**config.mk**
```make
export PLATFORM = sky130hd
export DESIGN_NAME = uart_tx_fifo
export DESIGN_NICKNAME = d
export VERILOG_FILES = /design/src/rtl/uart_tx_fifo.sv
export SDC_FILE = /design/constraint.sdc
export NUM_CORES = 1
export LEC_CHECK = 0
export CAP_MARGIN = 0
export CORE_AREA = 2 2 179 164
export DETAILED_ROUTE_END_ITERATION = 12
export DIE_AREA = 0 0 181 166
export GPL_ROUTABILITY_DRIVEN = 0
export SLEW_MARGIN = 5
export SYNTH_ARGS = -nofsm -noshare
export SYNTH_HDL_FRONTEND = slang
export SYNTH_SLANG_ARGS = --single-unit
export TNS_END_PERCENT = 30
```
**constraint.sdc**
```tcl
create_clock -name clk -period 3.8 [get_ports clk]
set_clock_uncertainty 0.1 [all_clocks]
set_input_delay 0.76 -clock clk [delete_from_list [all_inputs] [get_ports clk]]
set_output_delay 0.76 -clock clk [all_outputs]
set_load 0.005 [all_outputs]
```
**src/rtl/uart_tx_fifo.sv**
```systemverilog
// Byte FIFO feeding a UART transmitter: 8N1 frames on o_tx, sticky overflow on push-when-full.
// Optional UART_TX_PARITY_EN adds one even-parity bit between data and stop (8E1).
module uart_tx_fifo #(
  parameter int unsigned CLKS_PER_BIT = 104,
  parameter int unsigned DEPTH_LOG2   = 4
) (
  input  logic                  clk,
  input  logic                  rst,
  input  logic [7:0]            i_data,
  input  logic                  i_data_v,
  output logic                  o_full,
  output logic [DEPTH_LOG2:0]   o_level,
  output logic                  o_busy,
  output logic                  o_overflow,
  output logic                  o_tx
);

  localparam int unsigned DEPTH  = 2 ** DEPTH_LOG2;
  localparam int unsigned PTR_W  = DEPTH_LOG2;
  localparam int unsigned CNT_W  = DEPTH_LOG2 + 1;
  localparam int unsigned BAUD_W = $clog2(CLKS_PER_BIT);
  localparam logic [BAUD_W-1:0] BAUD_LAST = BAUD_W'(CLKS_PER_BIT - 1);
  localparam logic [CNT_W-1:0]  CNT_FULL  = CNT_W'(DEPTH);

`ifdef UART_TX_PARITY_EN
  typedef enum logic [2:0] {S_IDLE, S_START, S_DATA, S_PARITY, S_STOP} state_t;
`else
  typedef enum logic [1:0] {S_IDLE, S_START, S_DATA, S_STOP} state_t;
`endif

  logic [7:0]        r_mem [DEPTH];
  logic [PTR_W-1:0]  r_wr_ptr, r_rd_ptr;
  logic [CNT_W-1:0]  r_count;
  state_t            r_state;
  logic [BAUD_W-1:0] r_baud;
  logic [2:0]        r_bit_idx;
  logic [7:0]        r_shift;
  logic              r_tx, r_overflow, r_full, r_busy;

  state_t            w_state_nxt;
  logic [BAUD_W-1:0] w_baud_nxt;
  logic [2:0]        w_bit_nxt;
  logic [7:0]        w_shift_nxt;
  logic              w_tx_nxt, w_pop, w_push, w_nonempty, w_baud_end;
  logic [CNT_W-1:0]  w_count_nxt;

  // Occupancy is judged at start of cycle: a same-cycle pop never makes room for a push.
  assign w_push     = i_data_v && (r_count != CNT_FULL);
  assign w_nonempty = (r_count != '0);
  assign w_baud_end = (r_baud == BAUD_LAST);

  always_comb begin
    w_count_nxt = r_count;
    case ({w_push, w_pop})
      2'b10:   w_count_nxt = r_count + CNT_W'(1);
      2'b01:   w_count_nxt = r_count - CNT_W'(1);
      default: w_count_nxt = r_count;
    endcase
  end

  // Next-state / line logic; o_tx is registered so the line value is set one state ahead.
  always_comb begin
    w_state_nxt = r_state;
    w_baud_nxt  = r_baud + BAUD_W'(1);
    w_bit_nxt   = r_bit_idx;
    w_shift_nxt = r_shift;
    w_tx_nxt    = r_tx;
    w_pop       = 1'b0;
    case (r_state)
      S_IDLE: begin
        w_baud_nxt = '0;
        w_tx_nxt   = 1'b1;
        if (w_nonempty) begin
          w_pop       = 1'b1;
          w_shift_nxt = r_mem[r_rd_ptr];
          w_tx_nxt    = 1'b0;
          w_state_nxt = S_START;
        end
      end
      S_START: begin
        if (w_baud_end) begin
          w_baud_nxt  = '0;
          w_bit_nxt   = 3'd0;
          w_tx_nxt    = r_shift[0];
          w_state_nxt = S_DATA;
        end
      end
      S_DATA: begin
        if (w_baud_end) begin
          w_baud_nxt = '0;
          if (r_bit_idx == 3'd7) begin
`ifdef UART_TX_PARITY_EN
            w_tx_nxt    = ^r_shift;
            w_state_nxt = S_PARITY;
`else
            w_tx_nxt    = 1'b1;
            w_state_nxt = S_STOP;
`endif
          end else begin
            w_bit_nxt = r_bit_idx + 3'd1;
            w_tx_nxt  = r_shift[r_bit_idx + 3'd1];
          end
        end
      end
`ifdef UART_TX_PARITY_EN
      S_PARITY: begin
        if (w_baud_end) begin
          w_baud_nxt  = '0;
          w_tx_nxt    = 1'b1;
          w_state_nxt = S_STOP;
        end
      end
`endif
      S_STOP: begin
        if (w_baud_end) begin
          w_baud_nxt = '0;
          if (w_nonempty) begin
            w_pop       = 1'b1;
            w_shift_nxt = r_mem[r_rd_ptr];
            w_tx_nxt    = 1'b0;
            w_state_nxt = S_START;
          end else begin
            w_tx_nxt    = 1'b1;
            w_state_nxt = S_IDLE;
          end
        end
      end
      default: begin
        w_baud_nxt  = '0;
        w_tx_nxt    = 1'b1;
        w_state_nxt = S_IDLE;
      end
    endcase
  end

  always_ff @(posedge clk) begin
    if (rst) begin
      r_state    <= S_IDLE;
      r_baud     <= '0;
      r_bit_idx  <= '0;
      r_shift    <= '0;
      r_tx       <= 1'b1;
      r_wr_ptr   <= '0;
      r_rd_ptr   <= '0;
      r_count    <= '0;
      r_overflow <= 1'b0;
      r_full     <= 1'b0;
      r_busy     <= 1'b0;
    end else begin
      r_state    <= w_state_nxt;
      r_baud     <= w_baud_nxt;
      r_bit_idx  <= w_bit_nxt;
      r_shift    <= w_shift_nxt;
      r_tx       <= w_tx_nxt;
      r_count    <= w_count_nxt;
      r_full     <= (w_count_nxt == CNT_FULL);
      r_busy     <= (w_state_nxt != S_IDLE) || (w_count_nxt != '0);
      r_overflow <= r_overflow | (i_data_v & ~w_push);
      if (w_push) r_wr_ptr <= r_wr_ptr + PTR_W'(1);
      if (w_pop)  r_rd_ptr <= r_rd_ptr + PTR_W'(1);
    end
  end

  always_ff @(posedge clk) begin
    if (!rst && w_push) r_mem[r_wr_ptr] <= i_data;
  end

  assign o_tx       = r_tx;
  assign o_level    = r_count;
  assign o_full     = r_full;
  assign o_busy     = r_busy;
  assign o_overflow = r_overflow;

endmodule

```
**Word level (Yosys, flattened, before mapping)**

Memories as Yosys holds them, arrays and structs flattened. A register that Yosys moved wholly into a read port is not among the register bits.
Index checks and enable logic that the tools add are counted.

- Memory bits (writable): 128
- Input bits: 11
- Word-level logic and storage cells: 81
- Memories: 1
- Register bits after elaboration: 37

Memory list:

| name | depth | bits a word | rd ports | clocked after memory_dff | wr ports | RTL line | source |
|---|---|---|---|---|---|---|---|
| r_mem | 16 | 8 | 1 | 1 | 1 | 31 | `logic [7:0] r_mem [DEPTH];` |

- Eq/ne operators: 13
- Bitwise logic cells: 3
- Add/subtract/negate cells: 6
- Muxes and demuxes: 32
- Reductions and logical operators: 14
- Magnitude comparators: 1

Operator list:

| cell | count |
|---|---|
| $mux 8 | 2 |
| $pmux 8 s2 | 1 |
| $pmux 7 s2 | 1 |
| $mux 1 | 11 |
| $mux 2 | 5 |
| $pmux 5 s2 | 1 |
| $reduce_bool 5->1 | 2 |
| $mux 3 | 3 |
| $add 4x1->4 const B | 2 |
| $mux 4 | 2 |
| $ne 2x2->1 const B | 4 |
| $pmux 2 s4 | 1 |
| $add 7x1->7 const B | 1 |
| $eq 7x7->1 const B | 1 |
| $mux 7 | 1 |
| $eq 2x2->1 const B | 3 |
| $pmux 3 s2 | 1 |
| $reduce_bool 2->1 | 3 |
| $add 5x1->5 const B | 1 |
| $eq 5x5->1 const B | 1 |
| $ne 5x5->1 const B | 1 |
| $sub 5x1->5 const B | 1 |
| $eq 2x1->1 const B | 2 |
| $lt 3x4->1 const B | 1 |
| other kinds (16) | 17 |

**Logic depth before layout (Yosys ltp)**

Gate-level depths: netlist (run 1).

- Word-level depth: 8
- Mapped depth: 13

**Least setup slack after synthesis (run 1)**

No wires, ideal clock.

- Kind: input-to-reg
- Start point: input port i_data_v
- End point: register r_busy (netlist: o_busy)
- Path slack: 444 ps
- Library setup time: 143 ps
- Buffers on the path: 1
- Stages: 11
- Required time: 3,557 ps
- Arrival: 3,114 ps
- Cell sequence: a21boi_1 > inv_1 > ha_1 > buf_2 > xor2_1 > ha_1 > or4b_4 > a2bb2oi_2 > a31oi_4 > xnor2_1 > a41oi_1

- Word-level cells in the longest chain between the ends: 5
- Elaborated cells between the ends (all ways): 6

Ends and longest elaborated chain:

| item | RTL line | source |
|---|---|---|
| start, declared | 10 | `input logic i_data_v,` |
| $logic_and 1x1->1 (*) | 48 | `assign w_push = i_data_v && (r_count != CNT_FULL);` |
| $eq 2x1->1 or $eq 2x2->1 (tied branches) | 54 | `case ({w_push, w_pop})` |
| $pmux 5 s2 (*) | 54 |  |
| $reduce_bool 5->1 (*) | 157 | `r_busy <= (w_state_nxt != S_IDLE) \|\| (w_count_nxt != '0);` |
| $logic_or 1x1->1 (*) | 157 |  |
| end signal, assigned | 157 |  |
| end, declared | 38 | `logic r_tx, r_overflow, r_full, r_busy;` |

Every way passes the cells marked *; elsewhere a longest branch is shown, timed or not.
A chain may end at the register's enable or synchronous reset.

**Final worst setup path (run 1)**

- Start point: register r_baud[0]
- End point: register r_full (netlist: o_full)

- Word-level cells in the longest chain between the ends: 6
- Elaborated cells between the ends (all ways): 7

Ends and longest elaborated chain:

| item | RTL line | source |
|---|---|---|
| start, declared | 35 | `logic [BAUD_W-1:0] r_baud;` |
| start signal, assigned | 151 | `r_baud <= w_baud_nxt;` |
| $eq 7x7->1 (*) | 50 | `assign w_baud_end = (r_baud == BAUD_LAST);` |
| $mux 1 (*) | 115 | `if (w_baud_end) begin` |
| $pmux 1 s2 (*) | 69 | `case (r_state)` |
| $eq 2x1->1 or $eq 2x2->1 (tied branches) | 54 |  |
| $pmux 5 s2 (*) | 54 |  |
| $eq 5x5->1 (*) | 156 | `r_full <= (w_count_nxt == CNT_FULL);` |
| end signal, assigned | 156 |  |
| end, declared | 38 |  |

Marks and branches as above.

==> qor.yml, run 1 <==
status: "finished clean"
clk_pin_slew_ns: 0.07
final_nets: 487
grt_usage_pct: 9.216
synth-main-ff-cell: "edfxtp_1"
start_util_pct: 24.55
drt_iter0_drc: 378
cts_max_path_buffers: 2
setup_slack_ns: 0.3441
dr.pass1.iters: 5
cp.required_ns: 4.02
post_cts_resized: 0
die-area_um2: 30050
rsz0062_at_grt: "no"
final_util_pct: 29.11
multi_input_area_um2: 2128
antenna_found_initial: 0
post_route_cells_drive_above_1_share_pct: 21.35
hold_violations: 0
clk_latency_ns: 0.42
synth_area_um2: 6959
crit_path_max_incr_delay_ns: 0.49
yosysWarnings: 0
ys_seq_area_share_pct: 67.03
fin_crit_ns: 3.456
p_clk_share_pct: 32.6
core_area_um2: 28350
tritoncts_num_sinks: 169
grt_pass1_wl_um: 20790
async_reset_ff_share_pct: 0
grt_pass1_vias: 3780
worstPathCellList: "ha_1, and2_1, a31oi_1, nor3_2, ha_1, xor2_1, ha_1, or4b_4, a2bb2oi_2, a31oi_4, xnor2_1, nor4bb_1"
port_buffers: 19
dpl.hpwl_um: 9061
maxCapViolCount: 0
crit_path_end_kind: "flip-flop"
cts_tree: "yes"
drt-wirelength-per-cell_um: 15.75
grt-ovfl-total: 0
p_switching_mw: 1.548
crit_arrival_ns: 3.68
finalPower_mw: 5.304
fillerInstances: 2819
p_comb_share_pct: 25.3
fp-row-count: 59
synth_nets: 452
drcViolationCount: 0
die_h_um: 166
critPathSlowestCell: "or4b_4"
synth_edf_count: 128
fp.dieW_um: 181
wl_um: 13220
leakage_nw: 2.630
p_int_mw: 3.756
cp_top_family: "simple AND/OR/NAND/NOR gates"
worstPathMaxFanout: 6
sw_frac_of_total_pct: 29.19
crit_type: "reg -> reg"
vias: 3692
finalCritPeriodShare_pct: 90.94
cp-start-kind: "flip-flop"
postSynthRegisterBits: 169
diodes: 0
layout_commonest_cell: "edfxtp_1"
crit_top_cell: "ha_1"
ys_types: 53
viasPerCell: 4.400
htreeDepth: 4
post-cts-setup-buffers: 0
postRouteAntennaNets: 0
layout_common_cells: "128 x edfxtp_1, 46 x nor2_1, 42 x mux4_2"
setup-tns-final_ns: 0
grt_max_degree: 33
syn_area_per_cell_um2: 16.37
crit_buf_inv: 0
seqCellArea_um2: 4666
drv_slew: 0
ios: 20
synthCells: 425
power.density_nw_per_um2: 642.7
ir_drop_v: 0.0003172
max_freq_mhz: 289.4
cts_buffers: 17
slew_headroom_pct: 45.33
post-place-ws_ns: 0.1697
cts_hold_buf: 0
setup_viol: 0
syn2layout_area_growth_pct: 18.57
pwr-share-seq_pct: 42.1
tightest_slew_ns: 0.8170
cts-root-buf: "clkbuf_16"
hold_class: "reg -> reg"
-- metrics by stage --
step	hold slack [ns]	area [µm²]	instances
2_1_floorplan	0.3271	6959	425
3_3_place_gp	0.3425	7645	807
3_5_place_dp	0.3450	7645	807
4_1_cts	0.3643	8252	839
5_1_grt	0.3786	8252	839
6_report	0.3621	8252	839
-- Yosys cell counts, drive strengths merged (3+ instances only) --
| library cell | instances | area, µm² |
|---|---|---|
| clkinv | 8 | 30.03 |
| edfxtp | 128 | 3844 |
| or3 | 3 | 18.77 |
| a211oi | 3 | 22.52 |
| clkbuf | 9 | 33.78 |
| inv | 8 | 30.03 |
| nand3b | 3 | 22.52 |
| a31oi | 4 | 40.04 |
| xnor2 | 8 | 70.07 |
| nor2 | 48 | 185.2 |
| buf | 13 | 72.57 |
| o2bb2ai | 8 | 70.07 |
| nor2b | 3 | 18.77 |
| nand2 | 15 | 56.30 |
| mux2i | 3 | 30.03 |
| ha | 16 | 200.2 |
| a21oi | 11 | 55.05 |
| mux4 | 42 | 945.9 |
| xor2 | 8 | 70.07 |
| nand3 | 10 | 50.05 |
| dfxtp | 41 | 820.8 |
-- cells by family after synthesis --
group                      count (synthesis)  share of synthesized area [%]
AOI/OAI and AO/OA                         41                          4.459
xor gates and xnor gates                  16                          2.014
muxes                                     46                          14.19
DFF                                      169                          67.03
buffers and inverters                     38                          2.391
and+or+nand+nor                           99                          7.048
adders and majority gates                 16                          2.877
-- routing by layer --
| layer | vias to the layer above | GRT usage [%] | wire length, µm |
|---|---|---|---|
| li1 | 1714 | - | - |
| met1 | 1885 | 10.91 | 5579 |
| met2 | 79 | 16.10 | 6907 |
| met3 | 14 | 2.566 | 561 |
| met4 | 0 | 3.181 | 168 |
| met5 | - | 0 | 0 |
-- worst reg2reg max path, stage by stage (launching register included) --
cell and delay (ns):
dfxtp_1 0.39, ha_1 0.23, and2_1 0.25, a31oi_1 0.19, nor3_2 0.36, ha_1 0.27, xor2_1 0.09, ha_1 0.23
or4b_4 0.49, a2bb2oi_2 0.16, a31oi_4 0.20, xnor2_1 0.12, nor4bb_1 0.30
-- layout make-up --
| type | count | share of cell area, % |
|---|---|---|
| clock buffers | 17 | 5.155 |
| repair buffers | 38 | 4.033 |
| inverters | 16 | 0.7278 |
| multi-input cells | 218 | 25.79 |
| well taps | 366 | 5.550 |
| flip-flops and latches | 169 | 56.54 |
| clock inverters | 15 | 2.199 |
-- worst paths after layout --
| kind | from | endpoint | slack [ns] | depth (start not counted) |
|---|---|---|---|---|
| worst max-delay path | r_baud[0] | o_full | 0.34 | 12 |
| worst min register to register | r_shift[7] | r_shift[7] | 0.36 | 1 |
| worst max register to register | r_baud[0] | o_full | 0.34 | 12 |
| worst min-delay path | r_shift[7] | r_shift[7] | 0.36 | 1 |
-- flip-flops by register name, indices dropped and copies added, names as in the netlist, 2 cells and up, named ones only --
register	cells
r_bit_idx	3
r_rd_ptr	4
r_baud	7
r_state	2
r_shift	8
o_level	5
r_wr_ptr	4
r_mem	128
-- power groups by stage --
| stage | sequential [mW] | combinational, mW | clock [mW] |
|---|---|---|---|
| final | 2.23 | 1.34 | 1.73 |
| after global routing | 2.25 | 1.48 | 1.84 |
| after CTS | 2.23 | 1.36 | 1.77 |
| after detailed placement | 2.27 | 1.35 | 0 |
| after global placement | 2.27 | 1.32 | 0 |
| after floorplan | 2.21 | 1.04 | 0 |
No activity file was read; power rests on OpenSTA's default activity.
==> run 2, diff against run 1 <==
==> config.mk (replaced) <==
export PLATFORM = sky130hd
export DESIGN_NAME = uart_tx_fifo
export DESIGN_NICKNAME = d
export VERILOG_FILES = /design/src/rtl/uart_tx_fifo.sv
export SDC_FILE = /design/constraint.sdc
export NUM_CORES = 1
export LEC_CHECK = 0
export ABC_AREA = 1
export CAP_MARGIN = 0
export CORE_AREA = 2 2 183 167
export CTS_BUF_LIST = sky130_fd_sc_hd__clkbuf_16
export DETAILED_ROUTE_END_ITERATION = 12
export DIE_AREA = 0 0 185 169
export GPL_ROUTABILITY_DRIVEN = 0
export SLEW_MARGIN = 5
export SYNTH_ARGS = -nofsm -noshare
export SYNTH_HDL_FRONTEND = slang
export SYNTH_SLANG_ARGS = --single-unit
==> run 2 against run 1 <==
Against the previous run:
- flip-flop and latch count stayed put
- register-to-register slack better by 0.45 ns
- fmax is 15% higher
- cell count is 34% higher
- sequential share of layout area is 1.3 points lower
- count of clock-buffer cells in the layout stayed put
- critical path depth is 6 higher
- largest power group unchanged
==> qor.yml, run 2 <==
post_cts_resized: 0  # unchanged
synthCells: 687  # was 425
antenna_found_initial: 0  # unchanged
postSynthRegisterBits: 169  # unchanged
wl_um: 15880  # was 13220 µm
worstReg2RegEnd: "o_busy"  # was o_full
post-cts-setup-buffers: 0  # unchanged
max_freq_mhz: 332.4  # was 289.4 MHz
worstHoldStart: "r_baud[0]"  # was r_shift[7]
layout_common_cells: "147 x nor2_1, 128 x edfxtp_1, 80 x o21ai_0"  # was 128 x edfxtp_1, 46 x nor2_1, 42 x mux4_2
largest_reg_flops: 128  # unchanged
grt_pass1_wl_um: 25440  # was 20790 µm
yosysTopAreaCellShare_pct: 53.25  # was 55.23%
hold_ws_ns: 0.3477  # was 0.3621 ns
fp.dieW_um: 185  # was 181 µm
drcViolationCount: 0  # unchanged
r2r_slack_ns: 0.79  # was 0.34 ns
clk_pin_slew_ns: 0.06  # was 0.07 ns
final_nets: 737  # was 487
drt_iter0_drc: 343  # was 378
ys_seq_area_share_pct: 64.62  # was 67.03%
synth.most_common_cell: "nor2_1"  # was edfxtp_1
tightest_slew_ns: 0.8168  # was 0.8170 ns
hold_violations: 0  # unchanged
synth_edf_count: 128  # unchanged
cts_hold_buf: 0  # unchanged
die_h_um: 169  # was 166 µm
cts_max_path_buffers: 2  # unchanged
min_to: "r_baud[0]"  # was r_shift[7]
final_util_pct: 28.71  # was 29.11%
p_comb_share_pct: 28.6  # was 25.3%
status: "finished clean"  # unchanged
leakage_nw: 2.947  # was 2.630 nW
synth_nets: 714  # was 452
grt_usage_pct: 10.71  # was 9.216%
setup-tns-final_ns: 0  # unchanged
largest_register: "r_mem"  # unchanged
final_area_um2: 8448  # was 8252 µm²
viasPerCell: 4.308  # was 4.400
cp.required_ns: 4.02  # about the same
p_clk_share_pct: 30.5  # was 32.6%
synth.top_cells.by_count: "147 x nor2_1, 128 x edfxtp_1, 80 x o21ai_0, 74 x nand2_1, 45 x nand3_1"  # was 128 x edfxtp_1, 46 x nor2_1, 42 x mux4_2, 41 x dfxtp_1, 16 x ha_1
async_reset_ff_share_pct: 0  # unchanged
cts_tree: "yes"  # unchanged
synth-main-ff-cell: "edfxtp_1"  # unchanged
grt_pass1_vias: 4695  # was 3780
ys_types: 37  # was 53
worstPathMaxFanout: 9  # was 6
tritoncts_num_sinks: 169  # unchanged
setup_viol: 0  # unchanged
port_buffers: 19  # unchanged
htreeDepth: 4  # unchanged
diodes: 0  # unchanged
ir_drop_v: 0.0003457  # was 0.0003172 V
dr.pass1.iters: 5  # unchanged
postRouteAntennaNets: 0  # unchanged
p_int_mw: 3.568  # was 3.756 mW
synth_top_cell_by_area: "edfxtp_1"  # unchanged
ios: 20  # unchanged
cts_buffers: 17  # unchanged
clk_latency_ns: 0.43  # was 0.42 ns
hold_class: "reg -> reg"  # unchanged
yosysWarnings: 0  # unchanged
dpl.cell_count: 1094  # was 807
reg2reg_from: "r_baud[0]"  # unchanged
crit_arrival_ns: 3.22  # was 3.68 ns
fin_cells: 1125  # was 839
power.density_nw_per_um2: 642.4  # was 642.7 nW/µm²
vias: 4846  # was 3692
cp-start-kind: "flip-flop"  # unchanged
synth_area_um2: 7218  # was 6959 µm²
fp-row-count: 60  # was 59
r2r.worst_path.cells: 18  # was 12
post_route_cells_drive_above_1_share_pct: 8.726  # was 21.35%
sw_frac_of_total_pct: 34.25  # was 29.19%
syn_area_per_cell_um2: 10.51  # was 16.37 µm²
finalCritPeriodShare_pct: 79.16  # was 90.94%
start_util_pct: 24.53  # was 24.55%
grt-ovfl-total: 0  # unchanged
crit_type: "reg -> reg"  # unchanged
holdPathStages: 1  # unchanged
pwr-share-seq_pct: 40.9  # was 42.1%
layout_commonest_cell: "nor2_1"  # was edfxtp_1
cts-root-buf: "clkbuf_16"  # unchanged
drv_slew: 0  # unchanged
dpl.hpwl_um: 9945  # was 9061 µm
slew_headroom_pct: 45.35  # was 45.33%
grt_max_degree: 65  # was 33
core_area_um2: 29430  # was 28350 µm²
maxCapViolCount: 0  # unchanged
fin_crit_ns: 3.008  # was 3.456 ns
top_regs: "r_mem x128, r_shift x8, r_baud x7"  # unchanged
syn2layout_area_growth_pct: 17.04  # was 18.57%
dpl_cell_area_um2: 7886  # was 7645 µm²
p_switching_mw: 1.858  # was 1.548 mW
crit_path_end_kind: "flip-flop"  # unchanged
die-area_um2: 31270  # was 30050 µm²
drt-wirelength-per-cell_um: 14.12  # was 15.75 µm
rsz0062_at_grt: "no"  # unchanged
synthTopCellsByArea: "edfxtp_1 53%, dfxtp_1 11%, nor2_1 7.6%, o21ai_0 5.5%, nand2_1 3.8%"  # was edfxtp_1 55%, mux4_2 14%, dfxtp_1 12%, ha_1 2.9%, nor2_1 2.5%
run 2: routing by layer:
metal	global-route usage, %	up-vias	part of all wire (%)
li1	-	2422	-
met1	13.51	2315	46
met2	17.90	93	49
met3	2.388	16	3.7
met4	4.072	0	1.6
met5	0	-	0
run 2: per-stage QoR:
step                      worst slack (ns)  power [mW]
after global routing                0.3252       5.774
after floorplan                      1.121       3.391
after global placement              0.7610       3.805
after CTS                           0.7883       5.467
after detailed placement            0.7195       3.817
final                               0.7920       5.427
run 2: worst max path at each step:
stage,endpoint,startpoint,cells past startpoint
floorplan,o_busy,r_baud[0],19
global placement,o_busy,i_data_v,13
detailed placement,o_busy,i_data_v,13
CTS,o_busy,r_baud[0],18
global route,o_busy,r_baud[0],18
finish,o_busy,r_baud[0],18
run 2: logic make-up after synthesis:
group           Yosys count  synth area share [%]
xor+xnor                  6                0.7280
fa+ha+maj                16                 2.773
compound gates          138                 11.08
simple gates            282                 16.33
buf+inv                  76                 4.472
flops                   169                 64.62
run 2: power groups by stage:
| stage | registers [mW] | clock network [mW] | logic [mW] |
|---|---|---|---|
| after floorplan | 2.22 | 0 | 1.17 |
| after global routing | 2.24 | 1.76 | 1.78 |
| after CTS | 2.22 | 1.68 | 1.56 |
| after detailed placement | 2.26 | 0 | 1.56 |
| after global placement | 2.26 | 0 | 1.54 |
| final | 2.22 | 1.66 | 1.55 |
run 2: final cells by class:
| type | count | area, µm² |
|---|---|---|
| Clock buffer | 17 | 425.4 |
| Clock inverter | 14 | 136.4 |
| Fill cell | 3087 | 20980 |
| Inverter | 47 | 176.4 |
| Multi-Input combinational cell | 442 | 2231 |
| Sequential cell | 169 | 4667 |
| Tap cell | 403 | 504.2 |
| Timing Repair Buffer | 33 | 307.8 |
run 2: worst max-delay path, stage by stage (launching register included):
cell      delay [ns]
dfxtp_1         0.35
ha_1            0.19
nand2_2         0.10
nor2_4          0.14
nand2_4         0.10
o21ai_2         0.14
nand3_2         0.13
inv_2           0.14
ha_1            0.29
inv_1           0.11
nand2_1         0.07
nand2_1         0.07
ha_1            0.26
o21ai_0         0.20
nand2_1         0.09
nor2_1          0.11
nand3_1         0.11
o21bai_1        0.13
nand2_1         0.06
